File: config.mk
export PLATFORM = sky130hd
export DESIGN_NAME = imem_loader
export DESIGN_NICKNAME = d
export VERILOG_FILES = /design/src/rtl/imem_loader.sv
export SDC_FILE = /design/constraint.sdc
export NUM_CORES = 1
export LEC_CHECK = 0
export CORE_UTILIZATION = 59
export DETAILED_ROUTE_END_ITERATION = 6
export GPL_TIMING_DRIVEN = 0
export HOLD_SLACK_MARGIN = 0.15
export PLACE_DENSITY = 0.81
export RECOVER_POWER = 25
export SKIP_CTS_REPAIR_TIMING = 1
export SLEW_MARGIN = 20
export SYNTH_ARGS = -nofsm -noshare
export SYNTH_HDL_FRONTEND = slang
export SYNTH_SLANG_ARGS = --single-unit
File: constraint.sdc
create_clock -name clk -period 3.9 [get_ports clk]
set_clock_uncertainty 0.1 [all_clocks]
set_input_delay 1.17 -clock clk [delete_from_list [all_inputs] [get_ports clk]]
set_output_delay 1.17 -clock clk [all_outputs]
set_load 0.05 [all_outputs]
File: src/rtl/imem_loader.sv
// -----------------------------------------------------------------------------
// imem_loader
//   Byte-stream boot loader sitting directly in front of the CPU instruction
//   memory. It receives a length-prefixed program over a valid/ready byte
//   handshake, packs pairs of bytes (high byte first) into instruction words,
//   writes them to consecutive imem addresses starting at 0, and holds the CPU
//   in reset until the whole program has arrived.
//
//   Byte stream: N, then N words of 2 bytes each (N = 1 .. 2^ADDR_W).
//   Optional feature macro IMEM_LOADER_CHECKSUM_EN: one extra trailing byte
//   must equal the XOR of the count byte and every instruction byte, or the
//   load ends in the error state.
//
// Ports:
//   clk         system clock
//   rst         synchronous reset, active-high
//   rx_data     incoming byte
//   rx_valid    rx_data is valid
//   rx_ready    loader accepts a byte this cycle (registered)
//   start       one-cycle pulse; restarts a load from DONE or ERR
//   imem_we     one-cycle imem write strobe
//   imem_addr   imem write address (holds its last value between writes)
//   imem_wdata  imem write data (holds its last value between writes)
//   cpu_rst_n   active-low CPU reset; released only once the load is done
//   load_done   program loaded, CPU running
//   load_err    load aborted (bad count, timeout or checksum mismatch)
// -----------------------------------------------------------------------------
module imem_loader #(
    parameter int ADDR_W  = 6,
    parameter int DATA_W  = 16,
    parameter int TIMEOUT = 1000000
) (
    input  logic              clk,
    input  logic              rst,
    input  logic [7:0]        rx_data,
    input  logic              rx_valid,
    output logic              rx_ready,
    input  logic              start,
    output logic              imem_we,
    output logic [ADDR_W-1:0] imem_addr,
    output logic [DATA_W-1:0] imem_wdata,
    output logic              cpu_rst_n,
    output logic              load_done,
    output logic              load_err
);

    // The word count needs one bit more than the address so 2^ADDR_W fits.
    localparam int CNT_W = ADDR_W + 1;
    localparam int TO_W  = (TIMEOUT > 1) ? $clog2(TIMEOUT) : 1;
    localparam logic [TO_W-1:0] TO_LAST = TO_W'(TIMEOUT - 1);

    typedef enum logic [2:0] {
        IDLE = 3'd0,
        HI   = 3'd1,
        LO   = 3'd2,
        CHK  = 3'd3,
        DONE = 3'd4,
        ERR  = 3'd5
    } state_t;

    state_t              state_r;
    logic [CNT_W-1:0]    n_r;
    logic [ADDR_W-1:0]   word_idx_r;
    logic [7:0]          hi_r;
    logic [TO_W-1:0]     to_cnt_r;

    logic                accept_s;
    logic                timing_s;
    logic                timeout_s;
    logic                count_bad_s;
    logic                last_word_s;

`ifdef IMEM_LOADER_CHECKSUM_EN
    logic [7:0]          chk_r;

    // Running XOR checksum over the count byte and every instruction byte.
    function automatic logic [7:0] chk_next(input logic [7:0] acc, input logic [7:0] b);
        return acc ^ b;
    endfunction
`endif

    // Decode handshake, timeout, count validity and last-word conditions.
    always_comb begin
        accept_s    = rx_valid && rx_ready;
        timing_s    = 1'b0;
        count_bad_s = 1'b0;
        case (state_r)
            HI, LO, CHK: timing_s = 1'b1;
            default:     timing_s = 1'b0;
        endcase
        if ((rx_data == 8'd0) || ({24'd0, rx_data} > (32'd1 << ADDR_W))) begin
            count_bad_s = 1'b1;
        end else begin
            count_bad_s = 1'b0;
        end
        timeout_s   = timing_s && !accept_s && (to_cnt_r == TO_LAST);
        last_word_s = ({1'b0, word_idx_r} == (n_r - CNT_W'(1'b1)));
    end

    // Loader FSM with all outputs registered; rx_ready tracks the next state.
    always_ff @(posedge clk) begin
        if (rst) begin
            state_r    <= IDLE;
            rx_ready   <= 1'b0;
            imem_we    <= 1'b0;
            imem_addr  <= {ADDR_W{1'b0}};
            imem_wdata <= {DATA_W{1'b0}};
            cpu_rst_n  <= 1'b0;
            load_done  <= 1'b0;
            load_err   <= 1'b0;
            n_r        <= {CNT_W{1'b0}};
            word_idx_r <= {ADDR_W{1'b0}};
            hi_r       <= 8'd0;
            to_cnt_r   <= {TO_W{1'b0}};
`ifdef IMEM_LOADER_CHECKSUM_EN
            chk_r      <= 8'd0;
`endif
        end else begin
            imem_we <= 1'b0;

            // Inter-byte idle timer: runs only while a load is in progress.
            if (accept_s || !timing_s) begin
                to_cnt_r <= {TO_W{1'b0}};
            end else if (!timeout_s) begin
                to_cnt_r <= to_cnt_r + TO_W'(1'b1);
            end else begin
                to_cnt_r <= to_cnt_r;
            end

            case (state_r)
                IDLE: begin
                    if (accept_s) begin
                        if (count_bad_s) begin
                            state_r  <= ERR;
                            rx_ready <= 1'b0;
                        end else begin
                            n_r        <= CNT_W'(rx_data);
                            word_idx_r <= {ADDR_W{1'b0}};
                            state_r    <= HI;
                            rx_ready   <= 1'b1;
                        end
`ifdef IMEM_LOADER_CHECKSUM_EN
                        chk_r <= rx_data;
`endif
                    end else begin
                        rx_ready <= 1'b1;
                    end
                end

                HI: begin
                    if (accept_s) begin
                        hi_r    <= rx_data;
                        state_r <= LO;
`ifdef IMEM_LOADER_CHECKSUM_EN
                        chk_r   <= chk_next(chk_r, rx_data);
`endif
                    end else if (timeout_s) begin
                        state_r  <= ERR;
                        rx_ready <= 1'b0;
                    end else begin
                        state_r <= HI;
                    end
                end

                LO: begin
                    if (accept_s) begin
                        imem_we    <= 1'b1;
                        imem_addr  <= word_idx_r;
                        imem_wdata <= DATA_W'({hi_r, rx_data});
`ifdef IMEM_LOADER_CHECKSUM_EN
                        chk_r      <= chk_next(chk_r, rx_data);
`endif
                        if (last_word_s) begin
                            // Index stays at N-1 so it never wraps past the program.
`ifdef IMEM_LOADER_CHECKSUM_EN
                            state_r  <= CHK;
                            rx_ready <= 1'b1;
`else
                            state_r  <= DONE;
                            rx_ready <= 1'b0;
`endif
                        end else begin
                            word_idx_r <= word_idx_r + ADDR_W'(1'b1);
                            state_r    <= HI;
                        end
                    end else if (timeout_s) begin
                        state_r  <= ERR;
                        rx_ready <= 1'b0;
                    end else begin
                        state_r <= LO;
                    end
                end

                CHK: begin
`ifdef IMEM_LOADER_CHECKSUM_EN
                    if (accept_s) begin
                        state_r  <= (rx_data == chk_r) ? DONE : ERR;
                        rx_ready <= 1'b0;
                    end else if (timeout_s) begin
                        state_r  <= ERR;
                        rx_ready <= 1'b0;
                    end else begin
                        state_r <= CHK;
                    end
`else
                    // Unreachable without the checksum feature; fail safe.
                    state_r  <= ERR;
                    rx_ready <= 1'b0;
`endif
                end

                DONE: begin
                    if (start) begin
                        state_r   <= IDLE;
                        rx_ready  <= 1'b1;
                        load_done <= 1'b0;
                        load_err  <= 1'b0;
                        cpu_rst_n <= 1'b0;
                    end else begin
                        load_done <= 1'b1;
                        cpu_rst_n <= 1'b1;
                    end
                end

                ERR: begin
                    if (start) begin
                        state_r   <= IDLE;
                        rx_ready  <= 1'b1;
                        load_done <= 1'b0;
                        load_err  <= 1'b0;
                        cpu_rst_n <= 1'b0;
                    end else begin
                        load_err  <= 1'b1;
                        cpu_rst_n <= 1'b0;
                    end
                end

                default: begin
                    state_r   <= ERR;
                    rx_ready  <= 1'b0;
                    cpu_rst_n <= 1'b0;
                end
            endcase
        end
    end

endmodule
---- Word level (Yosys, flattened, before mapping) ----
Cells that the tools add are included.
storage, ports and cells
  register bits ........................... 71
  latch bits .............................. 0
  memory bits (writable) .................. 0
  ROM bits ................................ 0
  output and inout bits ................... 27
  memories ................................ 0
operators by class
  add/sub/neg operators ................... 3
  multiply operators ...................... 0
  divide/modulo/power cells ............... 0
  order comparisons ....................... 1
  equality and inequality tests ........... 16
  shift operators ......................... 0
  muxes and demuxes ....................... 30
  bitwise logic cells ..................... 2
  reductions and logical operators ........ 24
operator list
  operator               count
  $mux 3                 8
  $mux 6                 4
  $add 20x1->20 const B  1
  $eq 20x20->1 const B   1
  $ne 2x2->1 const B     7
  $mux 1                 12
  $pmux 3 s4             1
  $pmux 6 s2             1
  $reduce_and 2->1       5
  $gt 8x7->1 const B     1
  $logic_not 8->1        1
  $eq 6x7->1             1
  $sub 7x1->7 const B    1
  $add 6x1->6 const B    1
  $eq 3x2->1 const B     2
  $eq 3x3->1 const B     2
  $pmux 1 s2             3
  $reduce_and 3->1       2
  $reduce_or 2->1        3
  $reduce_and 5->1       1
  $pmux 1 s4             1
  $reduce_bool 2->1      2
  $reduce_or 4->1        1
  $eq 3x1->1 const B     1
  8 further kinds        13

---- Depth between registers and ports, before layout ----
  word-level depth ........................ 8
  gate-level depth with buffers ........... 8

---- Worst setup path after synthesis ----
OpenSTA, ideal clock, no wires.
  kind .................................... in2reg
  from .................................... in rx_data[2]
  to ...................................... reg word_idx_r[3]
  library setup time ...................... 0.070 ns
  data arrival time ....................... 2.604 ns
  data required time ...................... 3.730 ns
  setup slack ............................. 1.126 ns
  stages .................................. 6
  buffers on the path ..................... 0
  cells stage by stage .................... nor4_2 > and4b_1 > o31ai_1 > a21o_4 > or3_2 > a21oi_1
on the way
  longest elaborated chain between the ends .. 5
  elaborated cells between the ends (all ways) .. 6
  those cells by class .................... order compare: 1; eq/ne: 1; mux: 1; reduce/logical: 3
RTL lines
  element                                               RTL line  source
  from (decl)                                           35        input logic [7:0] rx_data,
  $gt 8x7->1 / $logic_not 8->1 (equally long branches)  91        if ((rx_data == 8'd0) || ({24'd0, rx_data} > (32'd1 << ADDR_W))) begin
  $logic_or 1x1->1 *                                    91
  $mux 1 *                                              91
  $ne 2x2->1 (no line) *                                -
  $reduce_and 5->1 (no line) *                          -
  to (signal assigned)                                  112       word_idx_r <= {ADDR_W{1'b0}};
  to (signal assigned)                                  138       word_idx_r <= {ADDR_W{1'b0}};
  to (signal assigned)                                  183       word_idx_r <= word_idx_r + ADDR_W'(1'b1);
  to (decl)                                             63        logic [ADDR_W-1:0] word_idx_r;
Mark *: on every way between the ends. The rest lies on a longest branch, timed or not.
A chain may end at the register's enable or synchronous reset.

---- Worst setup path in the final report ----
Same ends and word-level chain as after synthesis.

==> impl_metrics.py <==
metrics = {
    "critical_path": {
        "startpoint_type": "primary input",
        "worstPathArrival_ns": 3.31,
        "slowest_delay_ns": 0.50,
        "cp.required_ns": 4.08,
        "r2r-start": "n_r[0]$_SDFFE_PP0P_",
        "cp_cell_sequence": "clkdlybuf4s50_1, nor4_2, and4b_1, o31ai_1, a21o_4, or3_2, a21oi_1",
        "crit_fanout": 10,
        "critPathKind": "primary input to register",
        "crit_slowest_cell": "clkdlybuf4s50_1",
        "crit_start": "rx_data[2]",
        "cp_top_family": "simple AND/OR/NAND/NOR gates",
        "critPathCaptureType": "register",
        "cp_num_buf_inv": 1,
    },
    "clock_tree": {
        "cts.sinks": 71,
        "clock_latency_ns": 0.34,
        "htree_levels": 3,
        "cts_buffers": 9,
        "cts_root_buf": "clkbuf_8",
        "path_clk_slew_ns": 0.08,
        "clk_path_buf_depth": 2,
        "cts_tree": "built",
    },
    "synth": {
        "avgSynthCellArea_sq_um": 8.50,
        "synth_top_cell_area_share_pct": 45.2,
        "ys_types": 48,
        "synth.yosys.seq_area_share_pct": 45.2,
        "syn_nets": 385,
        "synth-main-ff-cell": "dfxtp_1",
        "syn_area_sq_um": 3140,
        "ys_warn_count": 0,
        "ys_top_cells_by_area": "dfxtp_1 45%, nand2_1 7.2%, nor2_1 5.5%",
        "synth_edf_count": 0,
        "yosys_register_bits": 71,
        "synth_top_area_cell": "dfxtp_1",
        "async_reset_ff_share_pct": 0,
        "synthCells": 370,
    },
    "timing": {
        "tns_ns": 0,
        "worst_slew_pin_slew_ns": 0.718,
        "slew_headroom_pct": 52.1,
        "finalMaxSlewViolations": 0,
        "hold_violations": 0,
        "period_needed_ns": 3.13,
        "rsz0062_at_grt": "no",
        "fmax_mhz": 320,
        "setup_viol": 0,
        "fin_crit_sh_pct": 80.2,
    },
    "power_and_ir_drop": {
        "ir_drop_v": 0.000350,
        "p_int_uw": 1090,
        "netSwitchingFraction_pct": 24.6,
        "seq_power_share_pct": 51.5,
        "switching_power_uw": 355,
        "power.leakage_uw": 0.00132,
        "power_frac_comb_pct": 8.0,
        "clkPwrFrac_pct": 40.5,
        "power_per_cell_area_nw_per_um2": 379,
    },
    "cells_and_area": {
        "layout-drive-gt1-share_pct": 6.86,
        "fin_nets": 434,
        "syn2layout_area_growth_pct": 21.1,
        "diodes": 0,
        "final_area_sq_um": 3810,
        "nFillCells": 417,
    },
    "placed_design": {
        "dp_hpwl_um": 4910,
        "numPortBuffers": 38,
        "gp_congestion": 0.939,
        "place_area_sq_um": 3610,
    },
    "drt": {
        "vias": 2745,
        "wl_um": 7060,
        "vias_per_cell": 5.57,
        "drtPass1Iterations": 4,
        "drc": 0,
        "avgRoutedWirePerCell_um": 14.3,
        "drtIter0Drc": 177,
        "antenna_left": 0,
    },
    "floorplan": {
        "coreArea_sq_um": 5110,
        "ios": 39,
        "initial_core_util_pct": 61.6,
        "rows": 26,
        "die_area_sq_um": 5630,
        "fp.dieH_um": 75,
        "die_w_um": 75,
    },
    "global_route": {
        "antenna_found_initial": 0,
        "grt_util_all_layers_pct": 27.4,
        "grt_pass1_wl_um": 11500,
        "grt_pass1_vias": 2531,
        "grt_overflow": 0,
        "grt_max_degree": 13,
    },
    "hold_path": {
        "hold_class": "register to register",
        "hold_start": "imem_wdata[12]$_SDFFE_PP0P_",
    },
    "run_status": {
        "status": "completed",
    },
    "run": {
        "max_cap_viol_count": 0,
    },
}
cell type report:
type,instances,area (sq um),area share (%)
Multi-Input combinational cell,273,1620,42.5
Inverter,6,22.5,0.592
Buffer,20,82.6,2.17
Clock inverter,5,58.8,1.54
Sequential cell,71,1420,37.3
Timing Repair Buffer,38,380,9.99
Clock buffer,10,138,3.61
Tap cell,70,87.6,2.30
state kept, by name, summed over array words and instances, names as in the netlist, 3 cells and up:
signal	flops
to_cnt_r	20
imem_wdata	16
hi_r	8
n_r	7
imem_addr	6
word_idx_r	6
state_r	3
power groups by stage:
stage               registers [uW]  clock network [uW]  logic [uW]
CTS                            742                 588         115
detailed placement             759                   0         114
floorplan                      767                   0        63.6
global placement               758                   0         111
global route                   743                 622         126
finish                         742                 584         116
through the flow:
stage	util (%)	instances	hold slack [ns]	worst slack, ns	total power [uW]
6_report	74.5	493	0.359	0.771	1440
5_1_grt	74.5	493	0.374	0.641	1490
4_1_cts	74.6	493	0.359	0.781	1440
3_5_place_dp	70.7	478	0.349	0.426	873
3_3_place_gp	70.7	478	0.341	0.464	870
2_1_floorplan	-	370	0.331	1.13	831
worst paths after layout:
kind,slack (ns),depth (start not counted),end
worst max-delay path,0.77,7,word_idx_r[3]$_SDFFE_PP0P_
worst min register to register,0.36,2,imem_wdata[12]$_SDFFE_PP0P_
worst min-delay path,0.36,2,imem_wdata[12]$_SDFFE_PP0P_
worst max register to register,1.46,8,state_r[2]$_SDFFE_PP0P_
metal layers:
metal | GRT usage [%] | wire length (um)
met1 | 35.1 | 3220
met2 | 44.8 | 3310
met3 | 4.95 | 376
met4 | 12.8 | 153
met5 | 0 | 0
placed cells by master, fill, tap and decap left out, types with 6 or more instances in the layout:
| cell | instances |
|---|---|
| clkdlybuf4s50_1 | 36 |
| nor2_1 | 46 |
| nand4_1 | 7 |
| xor2_1 | 18 |
| a21oi_1 | 32 |
| clkbuf_8 | 10 |
| dfxtp_1 | 71 |
| xnor2_1 | 7 |
| nand2_1 | 60 |
| nand3_1 | 10 |
| inv_1 | 6 |
| mux2i_1 | 17 |
| clkbuf_1 | 18 |
cell families after synthesis:
| logic type | count (synthesis) | share of synthesized area [%] |
|---|---|---|
| adder cells (fa/ha/maj) | 3 | 1.19 |
| multiplexers | 17 | 5.41 |
| XOR/XNOR | 25 | 6.96 |
| flip-flops | 71 | 45.2 |
| AND/OR/NAND/NOR | 169 | 26.5 |
| AO/OA/AOI/OAI | 59 | 11.3 |
| buffers and inverters | 26 | 3.38 |
cell usage after synthesis, types with 3 or more instances:
master     n
a211oi_1   5
a21oi_1   32
a31oi_1    3
and2_1     4
and3_1     5
and4_1     3
clkbuf_1  17
dfxtp_1   71
ha_1       3
inv_1      6
mux2i_1   17
nand2_1   60
nand2b_1   4
nand3_1   10
nand3b_1   3
nand4_1    7
nor2_1    46
nor3_1     5
o21ai_0    5
o21ai_1    5
or3_2      5
xnor2_1    7
xor2_1    18
worst min-delay path, cell delays in order, from the launching register on:
cell and delay (ns):
dfxtp_1 0.31, nand2_1 0.05, a21oi_1 0.05
(Power assumes the default switching activity.)
==> RTL change (same flow settings) <==
The parameter `TIMEOUT` goes from 1000000 to 2000000.
--- a/src/rtl/imem_loader.sv
+++ b/src/rtl/imem_loader.sv
@@ -28,7 +28,7 @@
 module imem_loader #(
     parameter int ADDR_W  = 6,
     parameter int DATA_W  = 16,
-    parameter int TIMEOUT = 1000000
+    parameter int TIMEOUT = 2000000
 ) (
     input  logic              clk,
     input  logic              rst,
Formal check against the unedited RTL: no difference found for any inputs over 10 cycles, from zero or initial values and one cycle with rst high; that may be too few to reach the edited logic, so the function may still have changed.
==> RTL change against the original RTL <==
  * Worst setup slack got worse by 300 ps
  * Wire length increased by 5.4%
  * Clock power up 1%
  * Non-clock buffer count shrank 2
  * Synthesized area increased by 4.5%
  * Design area is 3.7% higher
  * Global-route usage fell by 0.27 points
  * Total power grew 5.0%
  * Sequential cell count is 1 higher
  * Highest routed layer unchanged
==> RTL change: results (changes against the original RTL) <==
metric,value,unit,change
VDD IR-drop max,0.265,mV,was 0.350 mV
Critical Path End,word_idx_r[2]$_SDFFE_PP0P_,,was word_idx_r[3]$_SDFFE_PP0P_
Place WS,128,ps,was 426 ps
routability cong.,0.895,,was 0.939
Slowest Stage Delay on Critical Path,670,ps,was 500 ps
Crit Reg-Reg Startpoint,to_cnt_r[11]$_SDFFE_PP0P_,,was n_r[0]$_SDFFE_PP0P_
Top Registers,"to_cnt_r: 21 flops, imem_wdata: 16 flops, hi_r: 8 flops",,"was to_cnt_r: 20 flops, imem_wdata: 16 flops, hi_r: 8 flops"
first-pass GRT wire length,12500,µm,was 11500 µm
status,finished clean,,unchanged
post-synthesis adder-cell area fraction,1.14,%,was 1.19%
Avg Vias per Cell,5.65,,was 5.57
Synth area leaders,"dfxtp_1 44%, nor2_1 6.6%, nand2_1 6.5%, a21oi_1 5.0%, mux2i_1 4.9%",,"was dfxtp_1 45%, nand2_1 7.2%, nor2_1 5.5%, mux2i_1 5.4%, a21oi_1 5.1%"
final instance area,3950,µm²,was 3810 µm²
fillers,405,,was 417
syn nets,407,,was 385
Pleak,1.28,nW,was 1.32 nW
drt initial violations,236,,was 177
worst reg2reg setup slack,1200,ps,was 1460 ps
most frequent cells after synthesis,"72 x dfxtp_1, 58 x nor2_1, 57 x nand2_1, 33 x a21oi_1",,"was 71 x dfxtp_1, 60 x nand2_1, 46 x nor2_1, 32 x a21oi_1, 18 x xor2_1"
mux contribution to synthesized area,4.87,%,was 5.41%
Hold EP,imem_addr[4]$_SDFFE_PP0P_,,was imem_wdata[12]$_SDFFE_PP0P_
total track usage,27.1,%,was 27.4%
Hold Crit Start,imem_addr[4]$_SDFFE_PP0P_,,was imem_wdata[12]$_SDFFE_PP0P_
cts bufs inserted,9,,unchanged
share of cells above drive strength 1,5.83,%,was 6.86%
worst-margin pin slew,863,ps,was 718 ps
CP max stage cell,nor4_1,,was clkdlybuf4s50_1
CP max FO,8,,was 10
DP Area,3750,µm²,was 3610 µm²
post-DP HPWL,5330,µm,was 4910 µm
post-synthesis sequential area ratio,43.9,%,was 45.2%
Internal Power,1.12,mW,was 1.09 mW
Layout Nets,456,,was 434
Yosys cell types,57,,was 48
Critical Path AT,3610,ps,was 3310 ps
CP startpoint,rx_data[3],,was rx_data[2]
Synth Area in Compound Gates,14.5,%,was 11.3%
Reg-to-Reg End,to_cnt_r[19]$_SDFFE_PP0P_,,was state_r[2]$_SDFFE_PP0P_
RTL change: stage by stage:
stage / hold WS (ps) / std cells
after floorplan: 331 / 392
after global placement: 342 / 500
after detailed placement: 346 / 500
after CTS: 356 / 516
after global routing: 376 / 516
final: 353 / 516
RTL change: final cells by class:
type | instances | area share [%]
Buffer | 18 | 1.81
Clock buffer | 11 | 3.58
Clock inverter | 5 | 1.43
Inverter | 9 | 0.856
Multi-Input combinational cell | 293 | 44.0
Sequential cell | 72 | 36.5
Tap cell | 70 | 2.22
Timing Repair Buffer | 38 | 9.63
RTL change: power by group through the flow:
stage	combinational, mW	sequential [mW]	clock (mW)
after CTS	0.159	0.763	0.598
final	0.159	0.763	0.592
after global routing	0.174	0.765	0.632
after global placement	0.155	0.779	0
after floorplan	0.0932	0.793	0
after detailed placement	0.157	0.780	0
RTL change: layer usage:
metal	vias to the layer above	GRT usage, %	wire [µm]
li1	1468	-	-
met1	1364	38.0	3640
met2	77	41.8	3350
met3	6	4.43	363
met4	0	10.4	82
met5	-	0	0
